==> src/rtl/fifo_stream_reader_pkg.sv <==
// Shared constants for the FIFO read side: depth, drain FSM encoding and
// the skid-buffer credit check used to throttle FIFO pops.
package fifo_stream_reader_pkg;

   localparam int FIFO_ADDR_W = 3;
   localparam int FIFO_DEPTH  = 1 << FIFO_ADDR_W;
   localparam int SKID_DEPTH  = 2;

   typedef enum logic [1:0] {
      ST_IDLE  = 2'd0,
      ST_DRAIN = 2'd1,
      ST_DONE  = 2'd2
   } state_e;

   // A new read may only be issued if its word is guaranteed a skid slot.
   function automatic logic has_credit(input logic [1:0] buf_cnt,
                                       input logic       in_flight,
                                       input logic       pop);
      logic [2:0] occ;
      occ = {1'b0, buf_cnt} + {2'b00, in_flight} - {2'b00, pop};
      return occ < 3'(SKID_DEPTH);
   endfunction

endpackage

==> src/rtl/fifo_stream_reader_skid.sv <==
// 2-entry in-order valid/ready buffer; outputs come straight from registers.
module stream_skid_buf #(
   parameter int dataWidth = 8
) (
   input  logic                 clk_i,
   input  logic                 rst_ni,
   input  logic                 push_i,
   input  logic [dataWidth-1:0] data_i,
   input  logic                 pop_i,
   output logic [dataWidth-1:0] data_o,
   output logic                 valid_o,
   output logic [1:0]           count_o
);

   logic [dataWidth-1:0] head_q, head_d, tail_q, tail_d;
   logic [1:0]           count_q, count_d;

   always_comb begin
      head_d  = head_q;
      tail_d  = tail_q;
      count_d = count_q;
      case ({push_i, pop_i})
         2'b10: begin
            if (count_q == 2'd0) head_d = data_i;
            else                 tail_d = data_i;
            count_d = count_q + 2'd1;
         end
         2'b01: begin
            head_d  = tail_q;
            count_d = count_q - 2'd1;
         end
         2'b11: begin
            // Occupancy unchanged; the new word lands behind whatever remains.
            if (count_q == 2'd1) head_d = data_i;
            else begin
               head_d = tail_q;
               tail_d = data_i;
            end
         end
         default: ;
      endcase
   end

   always_ff @(posedge clk_i) begin
      if (!rst_ni) begin
         head_q  <= '0;
         tail_q  <= '0;
         count_q <= 2'd0;
      end else begin
         head_q  <= head_d;
         tail_q  <= tail_d;
         count_q <= count_d;
      end
   end

   assign data_o  = head_q;
   assign valid_o = (count_q != 2'd0);
   assign count_o = count_q;

endmodule

==> src/rtl/fifo_stream_reader.sv <==
// Read-side drain controller: pops a programmed word count from the FIFO
// under skid-buffer credit and streams it out on valid/ready.
module fifo_stream_reader
   import fifo_stream_reader_pkg::*;
#(
   parameter int dataWidth = 8,
   parameter int addrWidth = FIFO_ADDR_W,
   parameter int lenWidth  = addrWidth + 2
) (
   input  logic                 clkIn,
   input  logic                 rstIn,
   input  logic                 startIn,
   input  logic [lenWidth-1:0]  lengthIn,
   input  logic [dataWidth-1:0] fifoDataIn,
   input  logic                 fifoEmptyIn,
   output logic                 fifoReadEnableOut,
   output logic [dataWidth-1:0] outDataOut,
   output logic                 outValidOut,
   input  logic                 outReadyIn,
   output logic                 busyOut,
   output logic                 doneOut,
   output logic [lenWidth-1:0]  wordCountOut
);

   state_e              state_q;
   logic                busy_q, done_q, inFlight_q;
   logic [lenWidth-1:0] len_q, issued_q, issued_d, cnt_q, cnt_d;
   logic [1:0]          bufCount;
   logic                pop, rd;

   assign pop = outValidOut & outReadyIn;
   // Gated by reset so a pop is never lost while the block is being cleared.
   assign rd  = rstIn & (state_q == ST_DRAIN) & ~fifoEmptyIn &
                (issued_q < len_q) & has_credit(bufCount, inFlight_q, pop);

   assign issued_d = rd  ? issued_q + lenWidth'(1) : issued_q;
   assign cnt_d    = pop ? cnt_q + lenWidth'(1)    : cnt_q;

   always_ff @(posedge clkIn) begin
      if (!rstIn) inFlight_q <= 1'b0;
      else        inFlight_q <= rd;
   end

   always_ff @(posedge clkIn) begin
      if (!rstIn) begin
         state_q  <= ST_IDLE;
         busy_q   <= 1'b0;
         done_q   <= 1'b0;
         len_q    <= '0;
         issued_q <= '0;
         cnt_q    <= '0;
      end else begin
         done_q   <= 1'b0;
         issued_q <= issued_d;
         cnt_q    <= cnt_d;
         case (state_q)
            ST_IDLE: if (startIn) begin
               len_q    <= lengthIn;
               issued_q <= '0;
               cnt_q    <= '0;
               if (lengthIn == '0) begin
                  state_q <= ST_DONE;
                  done_q  <= 1'b1;
               end else begin
                  state_q <= ST_DRAIN;
                  busy_q  <= 1'b1;
               end
            end
            ST_DRAIN: if (pop && cnt_d == len_q) begin
               state_q <= ST_DONE;
               busy_q  <= 1'b0;
               done_q  <= 1'b1;
            end
            default: state_q <= ST_IDLE;
         endcase
      end
   end

   stream_skid_buf #(.dataWidth(dataWidth)) u_skid (
      .clk_i   (clkIn),
      .rst_ni  (rstIn),
      .push_i  (inFlight_q),
      .data_i  (fifoDataIn),
      .pop_i   (pop),
      .data_o  (outDataOut),
      .valid_o (outValidOut),
      .count_o (bufCount)
   );

   assign fifoReadEnableOut = rd;
   assign busyOut           = busy_q;
   assign doneOut           = done_q;
   assign wordCountOut      = cnt_q;

endmodule

==> config.mk <==
export PLATFORM = sky130hd
export DESIGN_NAME = fifo_stream_reader
export DESIGN_NICKNAME = d
export VERILOG_FILES = /design/src/rtl/fifo_stream_reader_pkg.sv /design/src/rtl/fifo_stream_reader_skid.sv /design/src/rtl/fifo_stream_reader.sv
export SDC_FILE = /design/constraint.sdc
export NUM_CORES = 1
export LEC_CHECK = 0
export CAP_MARGIN = 25
export CORE_MARGIN = 3
export CORE_UTILIZATION = 35
export CTS_CLUSTER_SIZE = 40
export DETAILED_ROUTE_END_ITERATION = 8
export DONT_BUFFER_PORTS = 1
export PLACE_DENSITY = 0.48
export SYNTH_ARGS = -nofsm -noshare
export SYNTH_HDL_FRONTEND = slang
export SYNTH_SLANG_ARGS = --single-unit
==> constraint.sdc <==
create_clock -name clkIn -period 4 [get_ports clkIn]
set_input_delay 0.8 -clock clkIn [delete_from_list [all_inputs] [get_ports clkIn]]
set_output_delay 0.8 -clock clkIn [all_outputs]
set_load 0.1 [all_outputs]
# Word-level counts from Yosys, hierarchy flattened

Cells that the tools add are included.

Add/subtract/negate cells: 6
$lt $le $gt $ge: 2
Eq/ne operators: 12
Multiplexer cells: 25
Bitwise gates (word level): 6
Reductions and logical operators: 14

Operators with widths:

| cell                                                        | count |
|---|---|
| two-way mux 8 bit                                           | 4 |
| two-way mux 5 bit                                           | 6 |
| one-hot mux 8 bit (3 select lines)                          | 1 |
| one-hot mux 8 bit (2 select lines)                          | 1 |
| adder 5 x 1 -> 5 bit (second input constant)                | 2 |
| inequality test 2 bit (second input constant)               | 4 |
| one-hot mux 2 bit (2 select lines)                          | 2 |
| nonzero test 2 bit                                          | 4 |
| equality test 2 x 1 -> 1 bit (second input constant)        | 3 |
| two-way mux 1 bit                                           | 6 |
| two-way mux 2 bit                                           | 3 |
| AND reduction 2 bit                                         | 3 |
| AND 1 bit                                                   | 5 |
| equality test 5 bit                                         | 1 |
| zero test 5 bit                                             | 1 |
| less-than comparator 5 bit                                  | 1 |
| equality test 2 bit (second input constant)                 | 2 |
| zero test 2 bit                                             | 2 |
| inequality test 2 x 1 -> 1 bit (second input constant)      | 2 |
| one-hot mux 1 bit (2 select lines)                          | 2 |
| AND reduction 4 bit                                         | 1 |
| adder 2 x 1 -> 3 bit                                        | 1 |
| less-than comparator 3 x 2 -> 1 bit (second input constant) | 1 |
| AND reduction 3 bit                                         | 1 |
| other kinds (6)                                             | 6 |

Bits in registers: 38
Bits of input ports: 18
Output and inout bits: 17
Word-level logic and storage cells: 75

# Logic depth before layout (Yosys ltp)

Gate-level depths: netlist of run 1.

Depth after elaboration: 8
Depth in mapped cells: 13
Mapped depth without buffers: 13

# By module

From an unflattened synthesis of run 1, not the netlist that was laid out.

Cell total of the unflattened synthesis: 226
Area, all modules: 1974.4 um^2

Modules (own cells, without submodules):

| module             | instances | cells an instance | area each (um^2) | sequential area each (um^2) |
|---|---|---|---|---|
| fifo_stream_reader | 1         | 115               | 1028.5           | 400.4 |
| stream_skid_buf    | 1         | 111               | 945.9            | 360.3 |

# Worst setup path before layout of run 1

Ideal clock, no wire load.

Kind: reg2out
Start point: reg u_skid.count_q[1], in the netlist u_skid.count_o[1]
End point: out fifoReadEnableOut
Arrival: 3446 ps
Data required time: 3200 ps
Setup slack: -246 ps
Stages on the path, launching flop included: 12
Path buffers: 0
Path through: dfxtp_1 > inv_1 > ha_1 > inv_2 > nand2_4 > nor2_1 > o21ai_0 > fa_1 > nor4bb_1 > and2_1 > nand2_1 > a21oi_2

Cells in the longest elaborated chain, start to end: 5

RTL lines:

| what                                | RTL line                      | source |
|---|---|---|
| start, declared                     | fifo_stream_reader_skid.sv:16 | `logic [1:0] count_q, count_d;` |
| start signal, assigned              | fifo_stream_reader_skid.sv:52 | `count_q <= count_d;` |
| nonzero test 2 bit                  | fifo_stream_reader_skid.sv:57 | `assign valid_o = (count_q != 2'd0);` |
| named net outValidOut               | fifo_stream_reader.sv:18      | `output logic outValidOut,` |
| AND 1 bit                           | fifo_stream_reader.sv:31      | `assign pop = outValidOut & outReadyIn;` |
| subtractor 3 x 1 -> 3 bit           | fifo_stream_reader_pkg.sv:20  | `occ = {1'b0, buf_cnt} + {2'b00, in_flight} - {2'b00, pop};` |
| less-than comparator 3 x 2 -> 1 bit | fifo_stream_reader_pkg.sv:21  | `return occ < 3'(SKID_DEPTH);` |
| AND 1 bit                           | fifo_stream_reader.sv:34      | `(issued_q < len_q) & has_credit(bufCount, inFlight_q, pop);` |
| end, declared                       | fifo_stream_reader.sv:16      | `output logic fifoReadEnableOut,` |

The timed path passes the listed nets, and every way through them passes these cells.

# Worst setup path after layout of run 1

Start point: reg u_skid.count_q[1], in the netlist u_skid.count_o[1]
End point: out fifoReadEnableOut

Cells in the longest elaborated chain, start to end: 5

RTL lines:

| what                                                         | RTL line |
|---|---|
| branches (longest 2 deep; another with adder 2 x 1 -> 3 bit) | - |
| subtractor 3 x 1 -> 3 bit (*)                                | fifo_stream_reader_pkg.sv:20 |
| less-than comparator 3 x 2 -> 1 bit (*)                      | fifo_stream_reader_pkg.sv:21 |
| AND 1 bit (*)                                                | fifo_stream_reader.sv:34 |

Mark *: on every way between the ends.

==> reports/summary.txt, run 1 <==
Area leader, netlist: dfxtp_1
Slew Limit Fails: 0
Worst slack, placed: 0.374 ns
Cell area after placement: 2080 um^2
DRC: 0
Vias per inst: 5.00
Row cnt: 26
Drt initial violations: 32
Max Fanout on Critical Path: 6
Main area contributors after synthesis: dfxtp_1 (39%), mux2i_1 (7.2%), ha_1 (6.4%)
Count of cell types in the netlist: 38
Startpoint types: flip-flop
LEAKAGE: 0.788 nW
Synth async-reset ratio: 0
Dpl hpwl: 3160 um
Via count of the first global-routing pass: 1,555
Placed cells: 281
Power, Total: 0.908 mW
Comb power frac: 0.159
Area delta synth->final: 12.3%
P per Cell Area: 414 nW/um^2
Hold Vio Cnt, Final: 0
Slew headroom: 0.296
Clk_skew: 0.00390 ns
Synth Warn #: 0
Commonest cells in the synthesized netlist: dfxtp_1 (38), nor2_1 (20), nor2b_1 (16)
Die ar.: 6510 um^2
Top FF cell, synth: dfxtp_1
First-pass GRT wire length: 7110 um
Sw frac: 0.346
Fin nets: 247
Final non-filler cell total: 289
Drt total wl: 4070 um
CP Launch Point: u_skid.count_o[1]
Crit path DAT: 2.99 ns
Least-Margin Pin Slew: 1.05 ns
WL/cell: 14.1 um
Initial Util: 0.373
CP endpoint kind: output pin
Count leader, synth: dfxtp_1
Sw power: 0.314 mW
Syn Area/Cell: 9.29 um^2
Slack of the worst reg-to-reg path: 1.04 ns
Final non-filler cell area: 2190 um^2
Share of layout cells above drive strength 1: 0.123
RePlAce Congestion: 0.846
#FFs+latches synth: 38
CTS tree: done
IR Drop Worst-Case VDD: 0.199 mV
Number of flops mapped to enable cells by yosys: 0
Crit path capture: fifoReadEnableOut
IO buf count: 0
Ant. Diodes: 0
Clock sinks: 38
Minimum clock period: 3.79 ns
Worst path required time: 3.20 ns
Status: completed
Max-cap violations: 0
Htree depth: 2
Clk Tree Root Cell: clkbuf_8
Die Span Y: 80.7 um
Sequential fraction of the synthesis area: 0.390
Clock Latency Late Sink: 0.28 ns
Num CTS Buffers: 5
Worst Hold Class: reg -> reg
Synthesized area: 1950 um^2
Die X: 80.7 um
Layout fillers: 516
Largest net degree at the start of global routing: 30
Int Power: 0.594 mW
Setup-failing EPs final: 0
Post-Syn Instances: 210
Worst reg2reg startpoint: u_skid.count_o[1]
Share of the synthesized area in the top cell type: 0.390
CTS Buffer Depth: 2
Vias: 1,446
Reg2reg end: issued_q[1]
Total iterations of the first detailed-routing run: 4
F_max: 0.264 GHz
Initial antenna violation count: 0
GRT Residual Overflow: 0
All-Layer GR Usage: 0.142
Flop pwr share: 0.544
Reg clk slew, reported paths: 0.07 ns
CTS Hold Bufs: 0
Clock network power share: 0.297
Final ANT Viol Nets: 0
Core area: 5240 um^2
Worst setup path category: reg -> out
R2R depth: 13
Syn nets: 239
Final WS setup: 0.214 ns
Final Cycle Share: 0.947
Number of primary I/O pins: 35
Sum Neg Setup Slack: 0 ns
[power groups by stage]
stage          sequential, mW  combinational (mW)  clock [mW]
2_1_floorplan           0.502               0.117           0
3_3_place_gp            0.502               0.140           0
3_5_place_dp            0.502               0.144           0
4_1_cts                 0.494               0.145       0.281
5_1_grt                 0.496               0.163       0.297
6_report                0.494               0.145       0.270
[sequential cells by signal, indices dropped and copies added, names as in the netlist, 2 cells and up]
signal          count
u_skid.data_o       8
u_skid.tail_q       8
issued_q            5
len_q               5
wordCountOut        5
state_q             2
u_skid.count_o      2
[per-layer routing]
metal,vias up,GRT usage,share of wire
met5,-,0,0
met4,0,0.0557,0.014
met3,7,0.0561,0.092
met2,41,0.238,0.46
met1,657,0.160,0.43
li1,741,-,-
[cells in the final DEF, fill, tap and decap left out, drive strengths merged, types with 7 or more instances in the layout]
| cell | count |
|---|---|
| nor2 | 20 |
| a21oi | 15 |
| dfxtp | 38 |
| a221oi | 8 |
| clkbuf | 7 |
| inv | 10 |
| nand2 | 14 |
| nor2b | 16 |
| ha | 10 |
| xnor2 | 7 |
| buf | 7 |
| mux2i | 14 |
| nor3b | 9 |
[stage by stage]
step | util | hold WS (ns)
2_1_floorplan | - | 0.446
3_3_place_gp | 0.397 | 0.464
3_5_place_dp | 0.397 | 0.486
5_1_grt | 0.419 | 0.524
6_report | 0.419 | 0.491
4_1_cts | 0.415 | 0.500
[worst min path at each step]
stage	start	end	slack [ns]	cells after the start
final	issued_q[4]	issued_q[4]	0.49	2
after global routing	issued_q[3]	issued_q[3]	0.52	2
after CTS	issued_q[4]	issued_q[4]	0.50	2
after detailed placement	issued_q[4]	issued_q[4]	0.49	2
after global placement	issued_q[4]	issued_q[4]	0.46	2
after floorplan	issued_q[4]	issued_q[4]	0.45	2
[critical path: stages, from the launching register on]
cell      delay (ns)
dfxtp_2         0.37
inv_1           0.07
ha_1            0.26
inv_2           0.11
nand2_4         0.08
nor2_1          0.17
o21ai_0         0.14
fa_1            0.53
nor4bb_2        0.31
and2_4          0.20
nand2_1         0.09
a21oi_4         0.16
buf_12          0.19
[cells by family after synthesis]
| group | share of synthesized area |
|---|---|
| and+or+nand+nor | 0.245 |
| DFF | 0.390 |
| AOI/OAI and AO/OA | 0.113 |
| buffers and inverters | 0.0333 |
| muxes | 0.0718 |
| xor gates and xnor gates | 0.0724 |
| adders and majority gates | 0.0744 |
[cell type report]
| type | count | area [um^2] | area share |
|---|---|---|---|
| Clock inverter | 1 | 5.00 | 0.00228 |
| Sequential cell | 38 | 763 | 0.348 |
| Inverter | 10 | 42.5 | 0.0194 |
| Tap cell | 70 | 87.6 | 0.0400 |
| Timing Repair Buffer | 7 | 65.1 | 0.0297 |
| Multi-Input combinational cell | 156 | 1140 | 0.521 |
| Clock buffer | 7 | 86.3 | 0.0394 |
[what timing repair did]
action | CTS | global route
setup endpoints to repair | 1 | 1
resized for setup | 1 | 6
setup buffers | 0 | 0
gates cloned | 0 | 0
endpoints found under the hold margin | 0 | 0
No activity file was read; power rests on OpenSTA's default activity.
==> inputs of run 2 (changes only) <==
--- a/config.mk
+++ b/config.mk
@@ -6,7 +6,6 @@
 export NUM_CORES = 1
 export LEC_CHECK = 0
 export CAP_MARGIN = 25
-export CORE_MARGIN = 3
 export CORE_UTILIZATION = 35
 export CTS_CLUSTER_SIZE = 40
 export DETAILED_ROUTE_END_ITERATION = 8
==> constraint.sdc (replaced) <==
create_clock -name clkIn -period 3.8 [get_ports clkIn]
set_input_delay 0.76 -clock clkIn [delete_from_list [all_inputs] [get_ports clkIn]]
set_output_delay 0.76 -clock clkIn [all_outputs]
set_load 0.1 [all_outputs]
==> reports/summary.txt, run 2 (synthesized netlist as in run 1, its figures left out) <==
Dpl hpwl: 3220 um
Crit path DAT: 2.82 ns
Row cnt: 26
Worst reg2reg startpoint: u_skid.count_o[1]
Clk_skew: 0.00449 ns
Final ANT Viol Nets: 0
Minimum clock period: 3.58 ns
Sum Neg Setup Slack: 0 ns
Worst path required time: 3.04 ns
RePlAce Congestion: 0.785
DRC: 0
All-Layer GR Usage: 0.155
Hold Vio Cnt, Final: 0
Vias per inst: 5.11
Total iterations of the first detailed-routing run: 4
Worst setup path category: reg -> out
Share of layout cells above drive strength 1: 0.119
Slew headroom: 0.284
Multi-input gate area: 1150 um^2
Num CTS Buffers: 5
Hold Path Origin: issued_q[4]
Clock Latency Late Sink: 0.29 ns
Drt total wl: 4240 um
Setup-failing EPs final: 0
Worst Hold Class: reg -> reg
Initial antenna violation count: 0
Vias: 1,477
Area delta synth->final: 13.5%
P per Cell Area: 457 nW/um^2
Via count of the first global-routing pass: 1,586
Die Span Y: 76.7 um
CTS Buffer Depth: 2
Die X: 76.7 um
Commonest non-fill, non-tap cell in the layout: dfxtp_1
Fin nets: 247
IO buf count: 0
Initial Util: 0.373
Max Fanout on Critical Path: 6
Clk Tree Root Cell: clkbuf_8
First-pass GRT wire length: 7180 um
Final Cycle Share: 0.943
Status: completed
Most frequent cells in the layout: dfxtp_1 (36), nor2_1 (19), nor2b_1 (16), mux2i_1 (14)
F_max: 0.279 GHz
WL/cell: 14.7 um
Layout fillers: 539
Clock sinks: 38
Largest net degree at the start of global routing: 30
Reg clk slew, reported paths: 0.07 ns
CP Launch Point: u_skid.count_o[1]
LEAKAGE: 0.790 nW
Die ar.: 5880 um^2
Ant. Diodes: 0
GRT Residual Overflow: 0
CP delay by family, top: simple AND/OR/NAND/NOR gates
Seq. cell area: 763 um^2
Critical Path, Cell by Cell: inv_1 > ha_4 > inv_4 > nand2_4 > nor2_2 > o21ai_0 > fa_1 > nor4bb_1 > and2_1 > nand2_1 > a21oi_4 > buf_12
Least-Margin Pin Slew: 1.07 ns
Slew Limit Fails: 0
CTS tree: done
Number of primary I/O pins: 35
CP endpoint kind: output pin
Htree depth: 2
CTS Hold Bufs: 0
IR Drop Worst-Case VDD: 0.240 mV
Worst slack, placed: 0.257 ns
Core area: 5240 um^2
Max incr delay on CP: 0.50 ns
RSZ-0062 raised after global routing: no
Max-cap violations: 0
Startpoint types: flip-flop
CP max-delay cell: fa_1
Drt initial violations: 33
Bufs and invs on worst path: 3
Final WS setup: 0.217 ns
run 2: area by class of cell:
class / instances / area share
repair buffers: 7 / 0.0294
flip-flops and latches: 38 / 0.344
well taps: 70 / 0.0395
multi-input cells: 156 / 0.518
inverters: 10 / 0.0203
clock buffers: 7 / 0.0344
clock inverters: 1 / 0.0136
run 2: final timing paths:
path / endpoint / slack (ns) / cells after the start
setup reg to reg: issued_q[1] / 1.08 / 13
setup / recovery: fifoReadEnableOut / 0.22 / 12
hold / removal: issued_q[4] / 0.48 / 2
hold reg to reg: issued_q[4] / 0.48 / 2
run 2: what timing repair did:
item,in CTS,in global routing
buffers inserted,0,1
gates cloned,0,0
hold endpoints to repair,0,0
setup endpoints to repair,1,1
resized for setup,2,3
run 2: routing by layer:
metal,part of all wire,track usage
met5,0,0
met4,0.018,0.0654
met3,0.069,0.0560
met2,0.51,0.280
met1,0.41,0.159
run 2: through the flow:
stage          hold WS [ns]  area, um^2   util  power (mW)  std cells
4_1_cts               0.485        2190  0.419        1.02        288
6_report              0.479        2220  0.423        1.01        289
5_1_grt               0.516        2220  0.423        1.06        289
2_1_floorplan         0.446        1960      -       0.653        210
3_5_place_dp          0.477        2080  0.398       0.683        280
3_3_place_gp          0.464        2080  0.398       0.678        280
run 2: worst register-to-register path: stages, from the launching register on:
cell and delay, ns:
dfxtp_2 0.37, inv_1 0.09, ha_4 0.20, inv_4 0.06, nand2_4 0.08, nor2_2 0.13
o21ai_0 0.12, fa_1 0.50, nor4bb_1 0.25, and2_1 0.22, nand2_1 0.12, a21oi_4 0.20
buf_4 0.14, mux2i_1 0.17
run 2: power breakdown:
part | internal [mW] | switching [mW] | leakage (nW)
registers | 0.419 | 0.101 | 0.309
logic | 0.0628 | 0.0957 | 0.429
clock network | 0.196 | 0.138 | 0.0524
total | 0.678 | 0.334 | 0.790
==> inputs of run 3 (changes only) <==
--- a/config.mk
+++ b/config.mk
@@ -5,12 +5,14 @@
 export SDC_FILE = /design/constraint.sdc
 export NUM_CORES = 1
 export LEC_CHECK = 0
+export ABC_AREA = 1
 export CAP_MARGIN = 25
 export CORE_UTILIZATION = 35
 export CTS_CLUSTER_SIZE = 40
 export DETAILED_ROUTE_END_ITERATION = 8
 export DONT_BUFFER_PORTS = 1
 export PLACE_DENSITY = 0.48
+export REMOVE_ABC_BUFFERS = 1
 export SYNTH_ARGS = -nofsm -noshare
 export SYNTH_HDL_FRONTEND = slang
 export SYNTH_SLANG_ARGS = --single-unit
==> reports/summary.txt, run 3 <==
Drt total wl: 4160 um
Synth Area in XOR/XNOR: 0.0420
Count leader, synth: inv_1
Status: completed
IR Drop Worst-Case VDD: 0.345 mV
CP delay by family, top: adder cells
Post-synthesis compound-gate area fraction: 0.174
Clock sinks: 38
Met1 WL: 2080 um
Fin nets: 289
Most frequent cells in the layout: inv_1 (41), dfxtp_1 (38), nor2_1 (29), nand2_1 (27), a21oi_1 (21)
CTS Buffer Depth: 2
Max incr delay on CP: 0.52 ns
Largest net degree at the start of global routing: 18
Number of flops mapped to enable cells by yosys: 0
Minimum clock period: 3.51 ns
Vias per inst: 4.62
CTS tree: done
Via count of the first global-routing pass: 1,557
Total iterations of the first detailed-routing run: 4
First-pass GRT wire length: 7180 um
Num CTS Buffers: 5
Post-Synth Simple-Gate Area: 0.200
Metal3 WL: 186 um
Sum Neg Setup Slack: 0 ns
Hold Vio Cnt, Final: 0
Share of the synthesized area in the top cell type: 0.376
Bufs and invs on worst path: 5
Critical Path, Cell by Cell: inv_1 > ha_1 > inv_4 > nand2_4 > nor2_1 > o21ai_0 > fa_1 > inv_1 > nor2_1 > nand3_2 > inv_2 > buf_12
Hold worst-path end: u_skid.tail_q[3]
Post-synthesis adder-cell area fraction: 0.0716
Worst Hold Class: reg -> reg
Max Fanout on Critical Path: 9
CP endpoint kind: output pin
Htree depth: 2
IO buf count: 0
Slack of the worst reg-to-reg path: 1.20 ns
Clock Latency Late Sink: 0.29 ns
Max-cap violations: 0
Number of primary I/O pins: 35
Least-Margin Pin Slew: 0.985 ns
Worst setup path category: reg -> out
Worst path required time: 3.04 ns
Commonest non-fill, non-tap cell in the layout: inv_1
Post-Syn Instances: 251
Main area contributors after synthesis: dfxtp_1 (38%), inv_1 (7.8%), ha_1 (6.2%)
Crit path DAT: 2.75 ns
Hold depth: 2
Initial antenna violation count: 0
LEAKAGE: 0.994 nW
Drt initial violations: 50
RSZ-0062 raised after global routing: no
Clk_skew: 0.00854 ns
Synth async-reset ratio: 0
Slew headroom: 0.342
Area leader, netlist: dfxtp_1
GRT Residual Overflow: 0
Top FF cell, synth: dfxtp_1
Final ANT Viol Nets: 0
Worst reg2reg startpoint: u_skid.count_o[1]
Area delta synth->final: 11.4%
Uppermost layer routed: met4
Hold Path Origin: u_skid.tail_q[3]
Cell depth of the worst setup path: 12
Post-CTS Setup Inserts: 0
Reg2reg end: issued_q[4]
Synth Warn #: 0
Setup-failing EPs final: 0
WL met2: 1820 um
Synthesized area: 2030 um^2
Syn Area/Cell: 8.07 um^2
Ant. Diodes: 0
CP max-delay cell: fa_1
Die Span Y: 78.1 um
Count of cell types in the netlist: 37
Clk Tree Root Cell: clkbuf_8
RePlAce Congestion: 0.817
All-Layer GR Usage: 0.153
Slew Limit Fails: 0
R2R depth: 12
Multiplexer share of the synthesized area: 0.0395
Sequential fraction of the synthesis area: 0.376
Final Cycle Share: 0.923
Final non-filler cell area: 2260 um^2
F_max: 0.285 GHz
Die X: 78.1 um
DRC: 0
WL/cell: 12.5 um
Commonest cells in the synthesized netlist: inv_1 (42), dfxtp_1 (38), nor2_1 (29)
Core area: 5540 um^2
P per Cell Area: 649 nW/um^2
Startpoint types: flip-flop
Reg clk slew, reported paths: 0.08 ns
Share of layout cells above drive strength 1: 0.126
Dpl hpwl: 3000 um
Largest family of logic cells by synthesized area: simple AND/OR/NAND/NOR gates
Vias: 1,538
Cell area after placement: 2150 um^2
Die ar.: 6100 um^2
Row cnt: 27
#FFs+latches synth: 38
Initial Util: 0.366
-- run 3: cell count changes after synthesis, moves of 6 or more --
| cell | previous run | this run |
|---|---|---|
| inv_1 | 8 | 42 |
| nor2b_1 | 16 | 0 |
| nand2_1 | 13 | 27 |
| o21ai_0 | 4 | 17 |
| nor2_1 | 20 | 29 |
| o22ai_1 | 0 | 9 |
| a21oi_1 | 13 | 21 |
| a221oi_1 | 8 | 0 |
| nor3b_1 | 9 | 1 |
| mux2i_1 | 14 | 8 |
| nand2b_1 | 6 | 0 |
| xnor2_1 | 7 | 1 |
-- run 3: worst max-delay path by stage --
stage	start	endpoint	slack (ns)
6_report	u_skid.count_o[1]	fifoReadEnableOut	0.29
5_1_grt	u_skid.count_o[1]	fifoReadEnableOut	0.05
4_1_cts	u_skid.count_o[1]	fifoReadEnableOut	0.22
3_5_place_dp	u_skid.count_o[1]	fifoReadEnableOut	0.56
3_3_place_gp	u_skid.count_o[1]	fifoReadEnableOut	0.59
2_1_floorplan	u_skid.count_o[1]	fifoReadEnableOut	0.18
-- run 3: cell type report --
type | instances | area, um^2
Clock inverter | 1 | 30.0
Inverter | 44 | 175
Multi-Input combinational cell | 165 | 1070
Timing Repair Buffer | 6 | 57.6
Fill cell | 626 | 3280
Sequential cell | 38 | 761
Tap cell | 72 | 90.1
Clock buffer | 7 | 76.3
-- run 3: what timing repair did --
item,in CTS,in global routing
setup endpoints to repair,0,1
hold buffers,0,0
hold endpoints to repair,0,0
resized for setup,0,1
-- run 3: worst min-delay path, delay by kind of cell (launching register included) --
kind,cells,cell delay (ns)
flops,1,0.30
compound gates,1,0.05
buf+inv,1,0.06
-- run 3: layer usage --
metal / up-vias / global-route usage
met5: - / 0
met4: 0 / 0.0685
met3: 7 / 0.0465
met2: 19 / 0.243
met1: 681 / 0.190
li1: 831 / -
-- run 3: kinds of logic after synthesis --
logic type,count (synthesis)
AO/OA/AOI/OAI,57
AND/OR/NAND/NOR,81
buffers and inverters,48
XOR/XNOR,8
multiplexers,8
adder cells (fa/ha/maj),11
flip-flops,38
-- run 3: where the power goes --
part	internal [mW]	switching, mW
Clock	0.197	0.146
Combinational	0.159	0.334
Sequential	0.445	0.184
Total	0.801	0.664
-- run 3: through the flow --
stage          power [mW]  instances  worst slack, ns  hold WS, ns  utilization
2_1_floorplan        1.04        247            0.176        0.429            -
3_3_place_gp         1.13        325            0.592        0.441        0.388
3_5_place_dp         1.13        325            0.555        0.444        0.388
4_1_cts              1.48        333            0.216        0.455        0.407
5_1_grt              1.56        333           0.0493        0.477        0.407
6_report             1.46        333            0.293        0.453        0.407
